===== config.mk =====
export PLATFORM = sky130hd
export DESIGN_NAME = bt_resp_rcv
export DESIGN_NICKNAME = d
export VERILOG_FILES = /design/src/rtl/bt_resp_rcv.sv
export SDC_FILE = /design/constraint.sdc
export NUM_CORES = 1
export LEC_CHECK = 0
export CAP_MARGIN = 0
export CORE_ASPECT_RATIO = 0.8
export CORE_MARGIN = 2
export CORE_UTILIZATION = 58
export CTS_CLUSTER_DIAMETER = 30
export DETAILED_ROUTE_END_ITERATION = 10
export PLACE_DENSITY = 0.84
export REMOVE_ABC_BUFFERS = 1
export SYNTH_ARGS = -nofsm -noshare
export SYNTH_HDL_FRONTEND = slang
export SYNTH_SLANG_ARGS = --single-unit

===== constraint.sdc =====
create_clock -name clk -period 2.8 [get_ports clk]
set_input_delay 0.28 -clock clk [delete_from_list [all_inputs] [get_ports clk]]
set_output_delay 0.28 -clock clk [all_outputs]
set_load 0.05 [all_outputs]

===== src/rtl/bt_resp_rcv.sv =====
// UART receiver and response-line assembler for a Bluetooth module ("AOK"/"ERR" detection).
// Optional idle timeout on partial lines when BT_RESP_TIMEOUT_EN is defined.
module bt_resp_rcv #(
  parameter int BAUD_DIV = 434,
  parameter int MAX_LEN  = 8
) (
  input  logic       clk,
  input  logic       rst_n,
  input  logic       RX,
  input  logic       clr_resp,
  output logic [7:0] rx_byte,
  output logic       rx_rdy,
  output logic       resp_rcvd,
  output logic       resp_ok,
  output logic       resp_err,
  output logic [3:0] resp_len,
  output logic       overflow,
  output logic       timeout
);

  localparam int              CW      = (BAUD_DIV > 1) ? $clog2(BAUD_DIV) : 1;
  localparam logic [CW-1:0]   HALF_M1 = CW'(BAUD_DIV / 2 - 1);
  localparam logic [CW-1:0]   FULL_M1 = CW'(BAUD_DIV - 1);
  localparam logic [3:0]      MAX_L   = 4'(MAX_LEN);

  typedef enum logic [1:0] {IDLE, START, DATA, STOP} state_t;

  state_t          r_state, w_state_nxt;
  logic            r_rx_s1, r_rx_s2, r_rx_d;
  logic [CW-1:0]   r_baud_cnt;
  logic [2:0]      r_bit_cnt;
  logic [7:0]      r_shift;
  logic [7:0]      r_rx_byte;
  logic            r_rx_rdy;
  logic            w_fall, w_cnt_clr, w_shift_en, w_byte_ok;

  logic [7:0]      r_buf [MAX_LEN];
  logic [3:0]      r_len;
  logic            r_ovf_mark;
  logic            r_resp_rcvd, r_resp_ok, r_resp_err, r_overflow;
  logic [3:0]      r_resp_len;
  logic            w_is_lf, w_is_cr, w_complete, w_store, w_clr_eff, w_timeout;
  logic            w_ok_match, w_err_match, w_mark_base;
  logic [3:0]      w_len_base;

  always_ff @(posedge clk or negedge rst_n) begin
    if (!rst_n) begin
      r_rx_s1 <= 1'b1;
      r_rx_s2 <= 1'b1;
      r_rx_d  <= 1'b1;
    end else begin
      r_rx_s1 <= RX;
      r_rx_s2 <= r_rx_s1;
      r_rx_d  <= r_rx_s2;
    end
  end

  assign w_fall = r_rx_d & ~r_rx_s2;

  always_ff @(posedge clk or negedge rst_n) begin
    if (!rst_n) r_state <= IDLE;
    else        r_state <= w_state_nxt;
  end

  always_comb begin
    w_state_nxt = r_state;
    w_cnt_clr   = 1'b0;
    w_shift_en  = 1'b0;
    w_byte_ok   = 1'b0;
    case (r_state)
      IDLE: begin
        if (w_fall) begin
          w_state_nxt = START;
          w_cnt_clr   = 1'b1;
        end
      end
      START: begin
        if (r_baud_cnt == HALF_M1) begin
          w_cnt_clr   = 1'b1;
          w_state_nxt = r_rx_s2 ? IDLE : DATA;
        end
      end
      DATA: begin
        if (r_baud_cnt == FULL_M1) begin
          w_cnt_clr  = 1'b1;
          w_shift_en = 1'b1;
          if (r_bit_cnt == 3'd7) w_state_nxt = STOP;
        end
      end
      STOP: begin
        if (r_baud_cnt == FULL_M1) begin
          w_cnt_clr   = 1'b1;
          w_byte_ok   = r_rx_s2;
          w_state_nxt = IDLE;
        end
      end
      default: w_state_nxt = IDLE;
    endcase
  end

  always_ff @(posedge clk or negedge rst_n) begin
    if (!rst_n) begin
      r_baud_cnt <= '0;
      r_bit_cnt  <= 3'd0;
      r_shift    <= 8'h00;
      r_rx_byte  <= 8'h00;
      r_rx_rdy   <= 1'b0;
    end else begin
      if (r_state == IDLE || w_cnt_clr) r_baud_cnt <= '0;
      else                              r_baud_cnt <= r_baud_cnt + 1'b1;
      if (r_state != DATA)  r_bit_cnt <= 3'd0;
      else if (w_shift_en)  r_bit_cnt <= r_bit_cnt + 3'd1;
      if (w_shift_en) r_shift <= {r_rx_s2, r_shift[7:1]};
      r_rx_rdy <= w_byte_ok;
      if (w_byte_ok) r_rx_byte <= r_shift;
    end
  end

  assign w_is_lf     = (r_rx_byte == 8'h0A);
  assign w_is_cr     = (r_rx_byte == 8'h0D);
  assign w_complete  = r_rx_rdy & w_is_cr & (r_len != 4'd0);
  assign w_store     = r_rx_rdy & ~w_is_lf & ~w_is_cr;
  // A completing line owns the held outputs both on its update edge and while resp_rcvd is shown.
  assign w_clr_eff   = clr_resp & ~w_complete & ~r_resp_rcvd;
  assign w_len_base  = w_clr_eff ? 4'd0 : r_len;
  assign w_mark_base = w_clr_eff ? 1'b0 : r_ovf_mark;
  assign w_ok_match  = (r_len == 4'd3) && !r_ovf_mark &&
                       (r_buf[0] == 8'h41) && (r_buf[1] == 8'h4F) && (r_buf[2] == 8'h4B);
  assign w_err_match = (r_len == 4'd3) && !r_ovf_mark &&
                       (r_buf[0] == 8'h45) && (r_buf[1] == 8'h52) && (r_buf[2] == 8'h52);

`ifdef BT_RESP_TIMEOUT_EN
  logic [19:0] r_idle_cnt;

  assign w_timeout = (r_idle_cnt == 20'hFFFFF) & ~r_rx_rdy;

  always_ff @(posedge clk or negedge rst_n) begin
    if (!rst_n)                                       r_idle_cnt <= 20'd0;
    else if (r_rx_rdy || r_len == 4'd0 || w_timeout) r_idle_cnt <= 20'd0;
    else                                              r_idle_cnt <= r_idle_cnt + 20'd1;
  end
`else
  assign w_timeout = 1'b0;
`endif

  always_ff @(posedge clk or negedge rst_n) begin
    if (!rst_n) begin
      for (int i = 0; i < MAX_LEN; i++) r_buf[i] <= 8'h00;
      r_len       <= 4'd0;
      r_ovf_mark  <= 1'b0;
      r_resp_rcvd <= 1'b0;
      r_resp_ok   <= 1'b0;
      r_resp_err  <= 1'b0;
      r_resp_len  <= 4'd0;
      r_overflow  <= 1'b0;
    end else begin
      r_resp_rcvd <= w_complete;
      r_len       <= w_len_base;
      r_ovf_mark  <= w_mark_base;
      if (w_clr_eff) begin
        for (int i = 0; i < MAX_LEN; i++) r_buf[i] <= 8'h00;
        r_resp_ok  <= 1'b0;
        r_resp_err <= 1'b0;
        r_resp_len <= 4'd0;
        r_overflow <= 1'b0;
      end
      if (w_store) begin
        if (w_len_base < MAX_L) begin
          for (int i = 0; i < MAX_LEN; i++)
            if (i == int'(w_len_base)) r_buf[i] <= r_rx_byte;
          r_len <= w_len_base + 4'd1;
        end else begin
          r_ovf_mark <= 1'b1;
        end
      end
      if (w_complete || w_timeout) begin
        for (int i = 0; i < MAX_LEN; i++) r_buf[i] <= 8'h00;
        r_len      <= 4'd0;
        r_ovf_mark <= 1'b0;
      end
      if (w_complete) begin
        r_resp_ok  <= w_ok_match;
        r_resp_err <= w_err_match;
        r_resp_len <= r_len;
        r_overflow <= r_ovf_mark;
      end
    end
  end

  assign rx_byte   = r_rx_byte;
  assign rx_rdy    = r_rx_rdy;
  assign resp_rcvd = r_resp_rcvd;
  assign resp_ok   = r_resp_ok;
  assign resp_err  = r_resp_err;
  assign resp_len  = r_resp_len;
  assign overflow  = r_overflow;
  assign timeout   = w_timeout;

endmodule


======== Yosys cells after proc, flatten, opt, wreduce, memory -nomap -nowiden ========
Index checks and enable logic that the tools add are counted.
word-level totals
  flip-flop bits (word level) ............. 111
  bits in latches ......................... 0
  RAM bits ................................ 0
  memory bits (read-only) ................. 0
  logic and storage cells ................. 127
  memories ................................ 0
operators by class
  add/sub/neg operators ................... 3
  multiply operators ...................... 0
  divide/modulo/power cells ............... 0
  $lt $le $gt $ge ......................... 1
  equal/unequal tests ..................... 28
  shifts and indexed selects .............. 0
  mux-type cells .......................... 43
  bitwise gates (word level) .............. 12
  reductions and logical operators ........ 16
operators by type and width
  cell                 number
  $mux 64              4
  $mux 8               8
  $eq 8x7->1 const B   6
  $mux 4               6
  $eq 4x4->1 const A   4
  $eq 8x4->1 const B   2
  $mux 1               14
  $mux 2               6
  $ne 2x2->1 const B   6
  $add 9x1->9 const B  1
  $eq 9x8->1 const B   1
  $eq 9x9->1 const B   1
  $mux 9               1
  $eq 3x4->1 const A   2
  $pmux 2 s4           1
  $and 1x1->1          7
  $logic_and 1x1->1    7
  $mux 3               2
  $not 1->1            5
  $reduce_and 5->1     1
  $add 4x1->4 const B  1
  $eq 2x2->1 const B   2
  $eq 2x4->1 const A   1
  $eq 4x2->1 const B   1
  12 further kinds     13

======== Logic depth before layout (Yosys ltp) ========
  word-level depth ........................ 12
  depth in mapped cells ................... 8

======== Worst setup path after synthesis ========
Ideal clock, no wire load.
  path type ............................... reg-to-reg
  start point ............................. register r_rx_byte[4], in the netlist rx_byte[4]
  end point ............................... register r_buf[59] (netlist bit)
  data arrival time ....................... 1.997 ns
  data required time ...................... 2.679 ns
  slack ................................... 0.682 ns
  cell stages (with the launch flop) ...... 7
  path through ............................ dfrtp_1 > nor4_1 > o211ai_1 > buf_2 > and3_1 > clkbuf_1 > a22o_1
between the ends
  word-level cells in the longest chain between the ends .. 12
  elaborated cells between the ends (all ways) .. 19
  those cells by class .................... order compare (1); eq/ne (2); mux (6); bitwise (9); reduce/logical (1)
RTL lines
  what                                                 line  text
  from (decl)                                          33    logic [7:0] r_rx_byte;
  from (signal assigned)                               115   if (w_byte_ok) r_rx_byte <= r_shift;
  branches (longest 11 deep; another with $lt 4x4->1)  n/a
  $mux 64 *                                            176   if (w_complete || w_timeout) begin
  to (decl)                                            37    logic [7:0] r_buf [MAX_LEN];
Mark *: on every way between the ends.
A chain may end at the register's enable or synchronous reset.

======== Final worst setup path ========
  start point ............................. register r_rx_byte[4], in the netlist rx_byte[4]
  end point ............................... register r_buf[56] (netlist bit)
The elaborated chain is that of the path after synthesis.

==> metrics.md <==
| Metric | Value |
|---|---|
| Final setup TNS | 0 ns |
| Die span in x | 87.3 um |
| Most frequent cells in the layout | 68 x dfrtp_1, 44 x nand2_1, 20 x mux2i_1 |
| Power Total | between 2 and 2.5 mW |
| Top sig layer | met4 |
| Num CTS Buffers | 9 |
| Port Buf Inserts | 20 |
| Layout cell share with drive strength beyond 1 | 15.9% |
| Total wire length | 6210 um |
| Initial antenna violation count | 0 |
| H-tree lvl count | 3 |
| Via count | roughly 2200 |
| Die Area | about 6200 um2 |
| Yosys cell types | 49 |
| Syn avg cell area | 11.5 um2 |
| Hold Fails Final Rpt | 0 |
| CP max stage delay | 0.73 ns |
| Remaining DRCs | 0 |
| Outcome | completed |
| DR WL/cell | approximately 17 um |
| Max Clock Skew | 0.00789 ns |
| Initial Util | 59.6% |
| Final nets | 312 |
| Metal-1 WL | 2980 um |
| Worst setup EP type | register |
| Setup violators final | 0 |
| Synth Flop Type | dfrtp_1 |
| Total track usage | ~22% |
| Core Box Area | roughly 5400 um2 |
| Crit path cell chain | nor4_1 > and4_1 > a311oi_4 > a22o_1 |
| # clock sinks | approximately 70 |
| WL met2 | 2830 um |
| Gr ovfl total | 0 |
| Vias in the first global route | 2117 |
| Final worst path period share | between 80% and 90% |
| Synthesized area | roughly 3200 um2 |
| WL met3 | 323 um |
| Routability cong. | 0.831 |
| Clk pin slew, worst setup/hold paths | 0.07 ns |
| First-pass GRT wire length | 10600 um |
| EDFF count, synth | 0 |
| Pwr Density | about 560 nW/um2 |
| DR iter-0 viols | 169 |
| Crit path DAT | 2.56 ns |
| CTS tree | done |
| Commonest non-fill, non-tap cell in the layout | dfrtp_1 |
| Pre-antenna DRT Iters | 4 |
| Worst skew pair latency | between 0.3 and 0.4 ns |
| Ports | 22 |
| RSZ-0062 raised after global routing | no |
| Row count | 24 |
| Final Max Slew Viols | 0 |
| Fin crit period | 2.33 ns |
| Mapped Cells | 280 |
| Total of max-cap violations | 0 |
| Die height | 70.7 um |
| Fmax | ~430 MHz |
| Diodes inserted | 0 |
| Largest net degree at the start of global routing | 29 |
| Register bit total from synthesis | 71 |
| Yosys warnings | 0 |
| Critical path's slowest cell | and4_1 |
| Layout area overhead | 13.4% |
| Crit Path Class | register to register |
| CP required | 3.02 ns |
| CTS root buf | clkbuf_8 |
| Max_slew headroom | 58.0% |
| DP HPWL | 4270 um |
| Register area share after synthesis | roughly 55% |
| Routed Antenna Nets | 0 |
| CP Launch Type | register |
| Via-per-instance ratio | 5.93 |
| FFs w/ async S/R, synth | 100% |
| Maximum VDD drop | 0.000314 V |
| Slew at the pin with the worst max-slew slack | between 0.6 and 0.7 ns |
| Hold Crit Class | input pin to register |
| Pleak | 1.71 nW |
| Fill count | 388 |
| Crit path max fanout | 19 |
| CTS Buffer Depth | 2 |
kinds of logic after synthesis:
group / count (synthesis) / synth area share (%)
simple gates: 112 / 18.2
buf+inv: 20 / 3.22
compound gates: 26 / 6.88
mux: 37 / 12.2
fa+ha+maj: 5 / 1.94
flops: 71 / 55.3
xor+xnor: 8 / 2.18
other cells: 1 / 0.116
worst max-delay path: cells and delay by family, from the launching register on:
kind,cells,cell delay [ns]
and+or+nand+nor,2,1.33
DFF,1,0.45
AOI/OAI and AO/OA,2,0.43
what timing repair did:
item,4_1_cts,5_1_grt
buffers inserted,0,0
hold buffers,1,0
gates resized for setup,0,0
endpoints found under the hold margin,18,0
where the power goes:
group          leakage [nW]  internal, mW  switching (mW)
combinational         0.644        0.0737           0.108
clock                0.0937         0.394           0.350
sequential            0.974          1.06          0.0514
per-stage QoR:
step | instances | hold slack (ns) | instance area (um2) | util (%) | worst slack, ns
floorplan | 264 | -0.0156 | 3130 | - | 0.480
global placement | 356 | 0.245 | 3460 | 64.0 | 0.618
detailed placement | 356 | 0.246 | 3460 | 64.0 | 0.565
CTS | 373 | 0.336 | 3650 | 67.6 | 0.481
global route | 373 | 0.333 | 3650 | 67.6 | 0.304
finish | 373 | 0.345 | 3650 | 67.6 | 0.468
metal layers:
metal	GRT usage, %	up-vias
met5	0	-
met3	7.70	7
met1	32.3	1109
met2	31.7	64
li1	-	1033
met4	6.84	0
synth_stat cells (all sizes together), types with 4 or more instances:
cell type / number / share of area [%]
a22o: 8 / 2.2
buf: 11 / 2.2
clkbuf: 5 / 0.58
dfrtp: 68 / 53
ha: 5 / 1.9
inv: 4 / 0.47
mux2: 17 / 5.9
mux2i: 20 / 6.2
nand2: 44 / 5.1
nand3: 7 / 1.1
nand4: 5 / 1.2
nor2: 19 / 2.3
nor3: 4 / 0.62
nor4: 6 / 1.2
o21ai: 6 / 0.93
xnor2: 5 / 1.4
worst paths after layout:
path                                   startpoint                endpoint  slack [ns]  depth (start not counted)
max reg2reg                rx_byte[4]$_DFFE_PN0P_     r_buf[56]$_DFF_PN0_        0.47                          4
min                                            RX       r_rx_s1$_DFF_PN1_        0.34                          1
min in group asynchronous                   rst_n     r_buf[55]$_DFF_PN0_        0.41                          2
min reg2reg                     r_rx_s1$_DFF_PN1_       r_rx_s2$_DFF_PN1_        0.36                          0
max                        rx_byte[4]$_DFFE_PN0P_     r_buf[56]$_DFF_PN0_        0.47                          4
max in group asynchronous                   rst_n  r_shift[0]$_DFFE_PN0P_        1.66                          3
state kept, by name (all words and copies together), names as in the netlist, named ones only:
signal and count:
r_buf 24, r_baud_cnt 9, r_shift 8, rx_byte 8, r_len 4, resp_len 4, r_bit_cnt 3, overflow 1
r_ovf_mark 1, r_rx_d 1, r_rx_s1 1, r_rx_s2 1, r_state 1, resp_err 1, resp_ok 1, resp_rcvd 1
rx_rdy 1
cell type report:
type	instances	area (um2)	share of cell area [%]
flip-flops and latches	71	1780	48.7
repair buffers	28	258	7.06
well taps	65	81.3	2.23
inverters	4	15.0	0.411
clock buffers	15	176	4.83
multi-input cells	189	1340	36.6
clock inverters	1	5.00	0.137
No activity file was read; power rests on OpenSTA's default activity.
